===== src/rtl/tty_pkg.sv =====
// Shared definitions for the TTY character buffer: default geometry and the
// FIFO entry layout {is_clear, ch}.
// Imported by tty_sync_fifo and tty_char_buffer.
package tty_pkg;

    localparam int TTY_DATA_W = 7;
    localparam int TTY_DEPTH  = 16;

    // A clear command is stored with ch = 0 so the display never sees stale data.
    typedef struct packed {
        logic                  is_clear;
        logic [TTY_DATA_W-1:0] ch;
    } tty_entry_t;

endpackage


===== src/rtl/tty_sync_fifo.sv =====
// Synchronous FIFO: storage, wrapping pointers, occupancy and full/empty flags.
// Ports: clk/reset (sync, active-high), wr_en/wr_dat, rd_en/rd_dat (head, combinational),
//        full, empty, fill (0..DEPTH). Writes while full and reads while empty are ignored.
module tty_sync_fifo
    import tty_pkg::*;
#(
    parameter int  DEPTH = TTY_DEPTH,
    parameter type T     = tty_entry_t
) (
    input  logic                         clk,
    input  logic                         reset,
    input  logic                         wr_en,
    input  T                             wr_dat,
    input  logic                         rd_en,
    output T                             rd_dat,
    output logic                         full,
    output logic                         empty,
    output logic [$clog2(DEPTH+1)-1:0]   fill
);

    localparam int PTR_W  = $clog2(DEPTH);
    localparam int FILL_W = $clog2(DEPTH+1);

    T                  mem_q [DEPTH];
    logic [PTR_W-1:0]  wr_ptr_q, wr_ptr_d;
    logic [PTR_W-1:0]  rd_ptr_q, rd_ptr_d;
    logic [FILL_W-1:0] fill_q, fill_d;
    logic              do_wr, do_rd;

    assign full   = (fill_q == FILL_W'(DEPTH));
    assign empty  = (fill_q == '0);
    assign fill   = fill_q;
    assign rd_dat = mem_q[rd_ptr_q];

    assign do_wr = wr_en & ~full;
    assign do_rd = rd_en & ~empty;

    // DEPTH is a power of two, so pointer overflow is the modulo wrap.
    always_comb begin
        wr_ptr_d = wr_ptr_q;
        rd_ptr_d = rd_ptr_q;
        fill_d   = fill_q;
        if (do_wr) wr_ptr_d = wr_ptr_q + PTR_W'(1);
        if (do_rd) rd_ptr_d = rd_ptr_q + PTR_W'(1);
        case ({do_wr, do_rd})
            2'b10:   fill_d = fill_q + FILL_W'(1);
            2'b01:   fill_d = fill_q - FILL_W'(1);
            default: fill_d = fill_q;
        endcase
    end

    always_ff @(posedge clk) begin
        if (reset) begin
            wr_ptr_q <= '0;
            rd_ptr_q <= '0;
            fill_q   <= '0;
        end else begin
            wr_ptr_q <= wr_ptr_d;
            rd_ptr_q <= rd_ptr_d;
            fill_q   <= fill_d;
        end
    end

    // Storage needs no reset: the pointers and fill define which slots are live.
    always_ff @(posedge clk) begin
        if (do_wr) mem_q[wr_ptr_q] <= wr_dat;
    end

endmodule


===== src/rtl/tty_char_buffer.sv =====
// Buffers the core's TTY character/clear strobes and drains them in order to the display.
// Ports: cpu_data/cpu_en/cpu_clear (level strobes) -> cpu_ready; disp_* valid/ready toward
//        the display; fill = FIFO occupancy (output register excluded); overflow is sticky.
module tty_char_buffer
    import tty_pkg::*;
#(
    parameter int DEPTH  = TTY_DEPTH,
    parameter int DATA_W = TTY_DATA_W
) (
    input  logic                        clk,
    input  logic                        reset,
    input  logic [DATA_W-1:0]           cpu_data,
    input  logic                        cpu_en,
    input  logic                        cpu_clear,
    output logic                        cpu_ready,
    output logic [DATA_W-1:0]           disp_data,
    output logic                        disp_clear,
    output logic                        disp_valid,
    input  logic                        disp_ready,
    output logic [$clog2(DEPTH+1)-1:0]  fill,
    output logic                        overflow
);

    typedef struct packed {
        logic              is_clear;
        logic [DATA_W-1:0] ch;
    } entry_t;

    logic   en_q, clr_q;
    logic   out_vld_q, out_vld_d;
    entry_t out_entry_q, out_entry_d;
    logic   overflow_q, overflow_d;

    logic   push_char, push_clr, push_any;
    logic   fifo_full, fifo_empty;
    entry_t wr_entry, fifo_head;
    logic   load, pop;

    // One entry per rising strobe, no matter how long the core holds it.
    assign push_char = cpu_en & ~en_q;
    assign push_clr  = cpu_clear & ~clr_q;
    assign push_any  = push_char | push_clr;

    // A coincident clear wins and the character is silently discarded.
    assign wr_entry.is_clear = push_clr;
    assign wr_entry.ch       = push_clr ? '0 : cpu_data;

    // Head moves into the output register whenever that register is free or being
    // emptied this cycle, which gives one transfer per cycle when draining.
    assign pop  = out_vld_q & disp_ready;
    assign load = ~fifo_empty & (~out_vld_q | disp_ready);

    tty_sync_fifo #(
        .DEPTH (DEPTH),
        .T     (entry_t)
    ) u_fifo (
        .clk    (clk),
        .reset  (reset),
        .wr_en  (push_any),
        .wr_dat (wr_entry),
        .rd_en  (load),
        .rd_dat (fifo_head),
        .full   (fifo_full),
        .empty  (fifo_empty),
        .fill   (fill)
    );

    always_comb begin
        out_vld_d   = out_vld_q;
        out_entry_d = out_entry_q;
        if (load) begin
            out_vld_d   = 1'b1;
            out_entry_d = fifo_head;
        end else if (pop) begin
            out_vld_d   = 1'b0;
        end
    end

    // A push that meets a full FIFO is dropped by the FIFO and flagged here.
    assign overflow_d = overflow_q | (push_any & fifo_full);

    always_ff @(posedge clk) begin
        if (reset) begin
            en_q        <= 1'b0;
            clr_q       <= 1'b0;
            out_vld_q   <= 1'b0;
            out_entry_q <= '0;
            overflow_q  <= 1'b0;
        end else begin
            en_q        <= cpu_en;
            clr_q       <= cpu_clear;
            out_vld_q   <= out_vld_d;
            out_entry_q <= out_entry_d;
            overflow_q  <= overflow_d;
        end
    end

    assign cpu_ready  = ~fifo_full;
    assign disp_valid = out_vld_q;
    assign disp_data  = out_entry_q.ch;
    assign disp_clear = out_vld_q & out_entry_q.is_clear;
    assign overflow   = overflow_q;

endmodule


===== config.mk =====
export PLATFORM = sky130hd
export DESIGN_NAME = tty_char_buffer
export DESIGN_NICKNAME = d
export VERILOG_FILES = /design/src/rtl/tty_pkg.sv /design/src/rtl/tty_sync_fifo.sv /design/src/rtl/tty_char_buffer.sv
export SDC_FILE = /design/constraint.sdc
export NUM_CORES = 1
export LEC_CHECK = 0
export CAP_MARGIN = 0
export CORE_MARGIN = 2
export CORE_UTILIZATION = 50
export DETAILED_ROUTE_END_ITERATION = 8
export PLACE_DENSITY = 0.73
export SETUP_SLACK_MARGIN = 0.05
export SYNTH_ARGS = -nofsm -noshare
export SYNTH_HDL_FRONTEND = slang
export SYNTH_SLANG_ARGS = --single-unit

===== constraint.sdc =====
create_clock -name clk -period 7.3 [get_ports clk]
set_clock_uncertainty 0.05 [all_clocks]
set_input_delay 1.46 -clock clk [delete_from_list [all_inputs] [get_ports clk]]
set_output_delay 1.46 -clock clk [all_outputs]
set_load 0.01 [all_outputs]

==> results of run 1 <==
layout by cell type (no fill, tap or decap), types with 5 or more instances in the layout:
cell type,instances
nand2_1,9
a22oi_1,8
clkbuf_16,17
o22ai_1,16
a311oi_1,8
and2_1,8
buf_4,7
nand2b_1,5
ha_1,9
dfxtp_1,24
nor2_1,46
edfxtp_1,128
clkdlybuf4s50_1,27
mux4_2,16
mux2i_1,34
xor2_1,5
a21oi_1,5
nor2b_1,6
nor3_1,5
clkinv_2,5
inv_1,9
power breakdown:
group	leakage (nW)	internal [W]	switching [W]
registers	1.38	0.00103	0.0000579
logic	0.649	0.000273	0.000339
clock network	0.282	0.000534	0.000335
total	2.31	0.00183	0.000731
sequential cells by signal, summed over array words and instances (netlist names):
| register | cells |
|---|---|
| overflow | 1 |
| u_fifo.mem_q | 128 |
| u_fifo.wr_ptr_q | 4 |
| u_fifo.fill | 5 |
| en_q | 1 |
| clr_q | 1 |
| out_entry_q | 1 |
| disp_valid | 1 |
| disp_data | 7 |
| u_fifo.rd_ptr_q | 4 |
layout make-up:
cell class	count	share of cell area
multi-input combinational	199	0.230
sequential	153	0.608
clock inverter	13	0.0217
timing repair buffer	34	0.0452
clock buffer	19	0.0606
tap	168	0.0294
inverter	9	0.00473
layer usage:
metal | track usage | share of wire | vias up
li1 | - | - | 1527
met1 | 0.252 | 0.41 | 1684
met2 | 0.346 | 0.51 | 103
met3 | 0.0622 | 0.059 | 17
met4 | 0.0635 | 0.017 | 0
met5 | 0 | 0 | -
worst min-delay path, delay by kind of cell (launching register included):
kind / cells / cell delay (ps)
flops: 1 / 320
simple gates: 1 / 90
compound gates: 1 / 50
cell families (layout without fill, tap and decap cells):
logic type | count (synthesis) | count (layout)
fa+ha+maj | 10 | 10
flops | 153 | 153
mux | 51 | 51
xor+xnor | 8 | 8
simple gates | 87 | 87
compound gates | 43 | 43
buf+inv | 38 | 75
metrics by stage:
step                      total power (W)   util  setup slack [ps]  cells  cell area (µm²)
after floorplan                   0.00153      -              3540    390             6190
after global placement            0.00169  0.544              2970    563             6560
after detailed placement          0.00171  0.544              2900    563             6560
after CTS                         0.00257  0.592              3320    595             7150
after global routing              0.00267  0.592              3130    595             7150
final                             0.00256  0.592              3310    595             7150
Yosys cell counts, types with 6 or more instances:
cell type / instances
a22oi_1: 8
mux2i_1: 34
o22ai_1: 16
dfxtp_1: 25
nand2_1: 9
and2_1: 8
nor2b_1: 6
edfxtp_1: 128
buf_2: 10
buf_4: 8
nor2_1: 46
inv_1: 9
clkbuf_1: 7
ha_1: 9
mux4_2: 16
a311oi_1: 8
path summary, 6_finish.rpt:
path | from | end | slack (ps)
max | cpu_clear | u_fifo.fill[4] | 3310
min reg2reg | overflow | overflow | 450
min | overflow | overflow | 450
max reg2reg | u_fifo.fill[0] | u_fifo.fill[4] | 4220
==> flow_metrics.tcl, run 1 <==
set metrics [dict create \
    clock_path_buffers 2 \
    cts_setup_buffers 0 \
    grt_pass1_vias 3493 \
    ys_warn_count 0 \
    cp-end-kind "flop" \
    crit_top_cell "ha_1" \
    viasPerCell 5.60 \
    cts_buffers 17 \
    io_pins 28 \
    antenna_found_initial 0 \
    crit_family "simple AND/OR/NAND/NOR gates" \
    crit_fanout 10 \
    clk_pin_slew_ps 60 \
    fp.dieW_um 115 \
    synth_mux_area_frac 0.115 \
    ys_seq_elements 153 \
    cp_num_buf_inv 2 \
    worst_r2r_path_depth 10 \
    synth-simple-area-share 0.0681 \
    synth_xor_area_frac 0.0113 \
    hold_buffers 0 \
    gp_congestion 0.784 \
    slowest_stage "clkdlybuf4s50_1" \
    tns_ps 0 \
    multi_input_area_mm2 0.00165 \
    die_h_um 115 \
    track_usage 0.204 \
    crit_required_ps 7550 \
    cts_sinks 153 \
    routed_wl_um 12600 \
    synthAdderAreaFrac 0.0214 \
    grt_max_degree 29 \
    status "finished clean" \
    avgSynthCellArea_um2 15.9 \
    design.core.area_mm2 0.0121 \
    fin_nets 436 \
    clkLatencyLatePin_ps 420 \
    vdd_drop_max_mv 0.211 \
    synth_top_family_by_area "multiplexers" \
    hold_depth 2 \
    final_antenna_net_count 0 \
    synth-compound-area-share 0.0499 \
    die_area_mm2 0.0133 \
    power_leakage_nw 2.31 \
    min_period_ps 3990 \
    portBuffers 27 \
    timing.slew.headroom 0.330 \
    grt_pass1_wl_um 19200 \
    vias 3331 \
    fill_cells 911 \
    area_delta_synth_final_pct 15.4 \
    worstSetupPathDepth 11 \
    rsz0062_at_grt "no" \
    crit_type "in -> reg" \
    synth_ff_type "edfxtp_1" \
    yosysTopAreaCell "edfxtp_1" \
    synth.area.top_cells "edfxtp_1 (62%), dfxtp_1 (8.1%), mux4_2 (5.8%)" \
    start_util 0.513 \
    synth-seq-area-share 0.702 \
    final_hold_viol_count 0 \
    drc 0 \
    drtIter0Drc 258 \
    syn-instance-count 390 \
    setup-violations-final 0 \
    finalCritPeriodShare 0.547 \
    async_flop_share 0 \
    synth_top_area_frac 0.621 \
    start_kind "input pin" \
    arrival_ps 4250 \
    synth_nets 412 \
    cts_root_buf "clkbuf_16" \
    holdWs_ps 448 \
    synth_edf_count 128 \
    cts_tree "done" \
    powerDensity_mw_per_mm2 359 \
    tightest_slew_ps 1000 \
    dp_hpwl_um 7990 \
    antennaDiodeCount 0 \
    htree_levels 4 \
    drive_above_1_share 0.133 \
    cpPeakStageDelay_ps 470 \
    drtPass1Iterations 5 \
    hold_path_class "reg -> reg" \
    wl_per_cell_um 21.1 \
    cts-resized-gates 0 \
    max_freq_mhz 250 \
    grt-ovfl-total 0 \
    maxSlewViolCount 0 \
    yosysUniqueCellTypes 36 \
    path_cells "clkdlybuf4s50_1 -> nand2b_1 -> a22oi_4 -> inv_1 -> ha_1 -> ha_1 -> nor2b_1 -> o21ai_0 -> a21oi_1 -> or3b_1 -> mux2_1" \
    fp-row-count 40 \
    max_cap_violations 0 \
    netlist_area_mm2 0.00619 \
    regArea_mm2 0.00435 \
]
Note: power is estimated with default switching activity, not from simulation.
==> run 2: changes to the inputs <==
Clock period 7.3 ns to 3.7 ns, I/O delays scaled along.
==> flow_metrics.tcl, run 2 (same netlist as run 1, synthesis figures left out) <==
set metrics [dict create \
    crit_fanout 4 \
    fp-row-count 40 \
    layout.cells.most_common "edfxtp_1" \
    largest_reg_flops 128 \
    tns_ps 0 \
    layout_common_cells "edfxtp_1 (128), nor2_1 (46), mux2i_1 (34)" \
    crit_type "in -> reg" \
    regArea_mm2 0.00435 \
    fin_total_pwr_w 0.00496 \
    maxSlewViolCount 0 \
    wl_per_cell_um 19.4 \
    power_leakage_nw 2.38 \
    cts_tree "done" \
    grt_pass1_wl_um 18500 \
    cts_root_buf "clkbuf_16" \
    powerDensity_mw_per_mm2 685 \
    layout.cells.non_filler 609 \
    clkLatencyLatePin_ps 410 \
    rsz0062_at_grt "no" \
    clk_pin_slew_ps 60 \
    drtIter0Drc 222 \
    slowest_stage "clkdlybuf4s50_1" \
    max_cap_violations 0 \
    cts_setup_buffers 0 \
    cts_buffers 17 \
    area_delta_synth_final_pct 16.8 \
    viasPerCell 5.46 \
    antennaDiodeCount 0 \
    track_usage 0.194 \
    drive_above_1_share 0.159 \
    htree_levels 4 \
    cp_num_buf_inv 2 \
    setup-violations-final 0 \
    final_antenna_net_count 0 \
    fill_cells 896 \
    arrival_ps 3290 \
    fp.dieW_um 115 \
    path_cells "clkdlybuf4s50_1 -> nand2b_1 -> a21boi_1 -> ha_1 -> inv_1 -> fa_1 -> nor2b_1 -> o21ai_0 -> nand3_1 -> or3b_1 -> mux2_1" \
    design.core.area_mm2 0.0121 \
    largest_register "u_fifo.mem_q" \
    timing.slew.headroom 0.379 \
    dp_hpwl_um 7490 \
    cts-resized-gates 0 \
    die_h_um 115 \
    cpPeakStageDelay_ps 450 \
    min_period_ps 3050 \
    drtPass1Iterations 4 \
    vdd_drop_max_mv 0.458 \
    grt_max_degree 27 \
    placed_cells 578 \
    crit_family "simple AND/OR/NAND/NOR gates" \
    start_util 0.513 \
    vias 3323 \
    cp-end-kind "flop" \
    clock_path_buffers 2 \
    die_area_mm2 0.0133 \
    antenna_found_initial 0 \
    cts_sinks 153 \
    status "finished clean" \
    grt_pass1_vias 3402 \
    io_pins 28 \
    portBuffers 27 \
    tightest_slew_ps 928 \
    start_kind "input pin" \
    final_hold_viol_count 0 \
    hold_path_class "reg -> reg" \
    multi_input_area_mm2 0.00165 \
    max_freq_mhz 328 \
    fin_nets 451 \
    gp_congestion 0.773 \
    crit_required_ps 3940 \
    hold_buffers 0 \
    finalCritPeriodShare 0.824 \
    drc 0 \
    routed_wl_um 11800 \
    grt-ovfl-total 0 \
]
## run 2: power breakdown
group          leakage (nW)  switching (W)  internal [W]
registers              1.38       0.000132       0.00202
logic                 0.728       0.000635      0.000545
clock network         0.275       0.000635      0.000986
## run 2: worst paths after layout
path	from	endpoint	slack (ps)	cells after the start
setup / recovery	disp_ready	u_fifo.fill[4]	650	11
hold / removal	overflow	overflow	420	2
setup reg to reg	u_fifo.fill[0]	u_fifo.fill[4]	730	11
hold reg to reg	overflow	overflow	420	2
## run 2: worst min-delay path, delay by kind of cell (launching register included)
kind | cells | cell delay [ps]
AO/OA/AOI/OAI | 1 | 40
flip-flops | 1 | 320
AND/OR/NAND/NOR | 1 | 70
## run 2: per-layer routing
metal	up-vias	track usage	share of wire	routed length (µm)
met4	0	0.0562	0.0066	78
met3	6	0.0485	0.057	675
met5	-	0	0	0
met1	1658	0.255	0.42	5010
li1	1553	-	-	-
met2	106	0.324	0.51	6050
## run 2: area by class of cell
cell class,instances,share of cell area
inverter,9,0.00467
clock buffer,19,0.0599
sequential,153,0.601
timing repair buffer,49,0.0602
clock inverter,12,0.0175
tap,168,0.0291
multi-input combinational,199,0.228
## run 2: per-stage QoR
stage | setup slack [ps] | hold slack [ps] | util | cell area (µm²)
6_report | 651 | 421 | 0.599 | 7230
5_1_grt | 445 | 473 | 0.599 | 7230
4_1_cts | 670 | 424 | 0.599 | 7230
3_5_place_dp | 241 | 413 | 0.553 | 6670
3_3_place_gp | 336 | 406 | 0.553 | 6670
2_1_floorplan | 660 | 422 | - | 6190
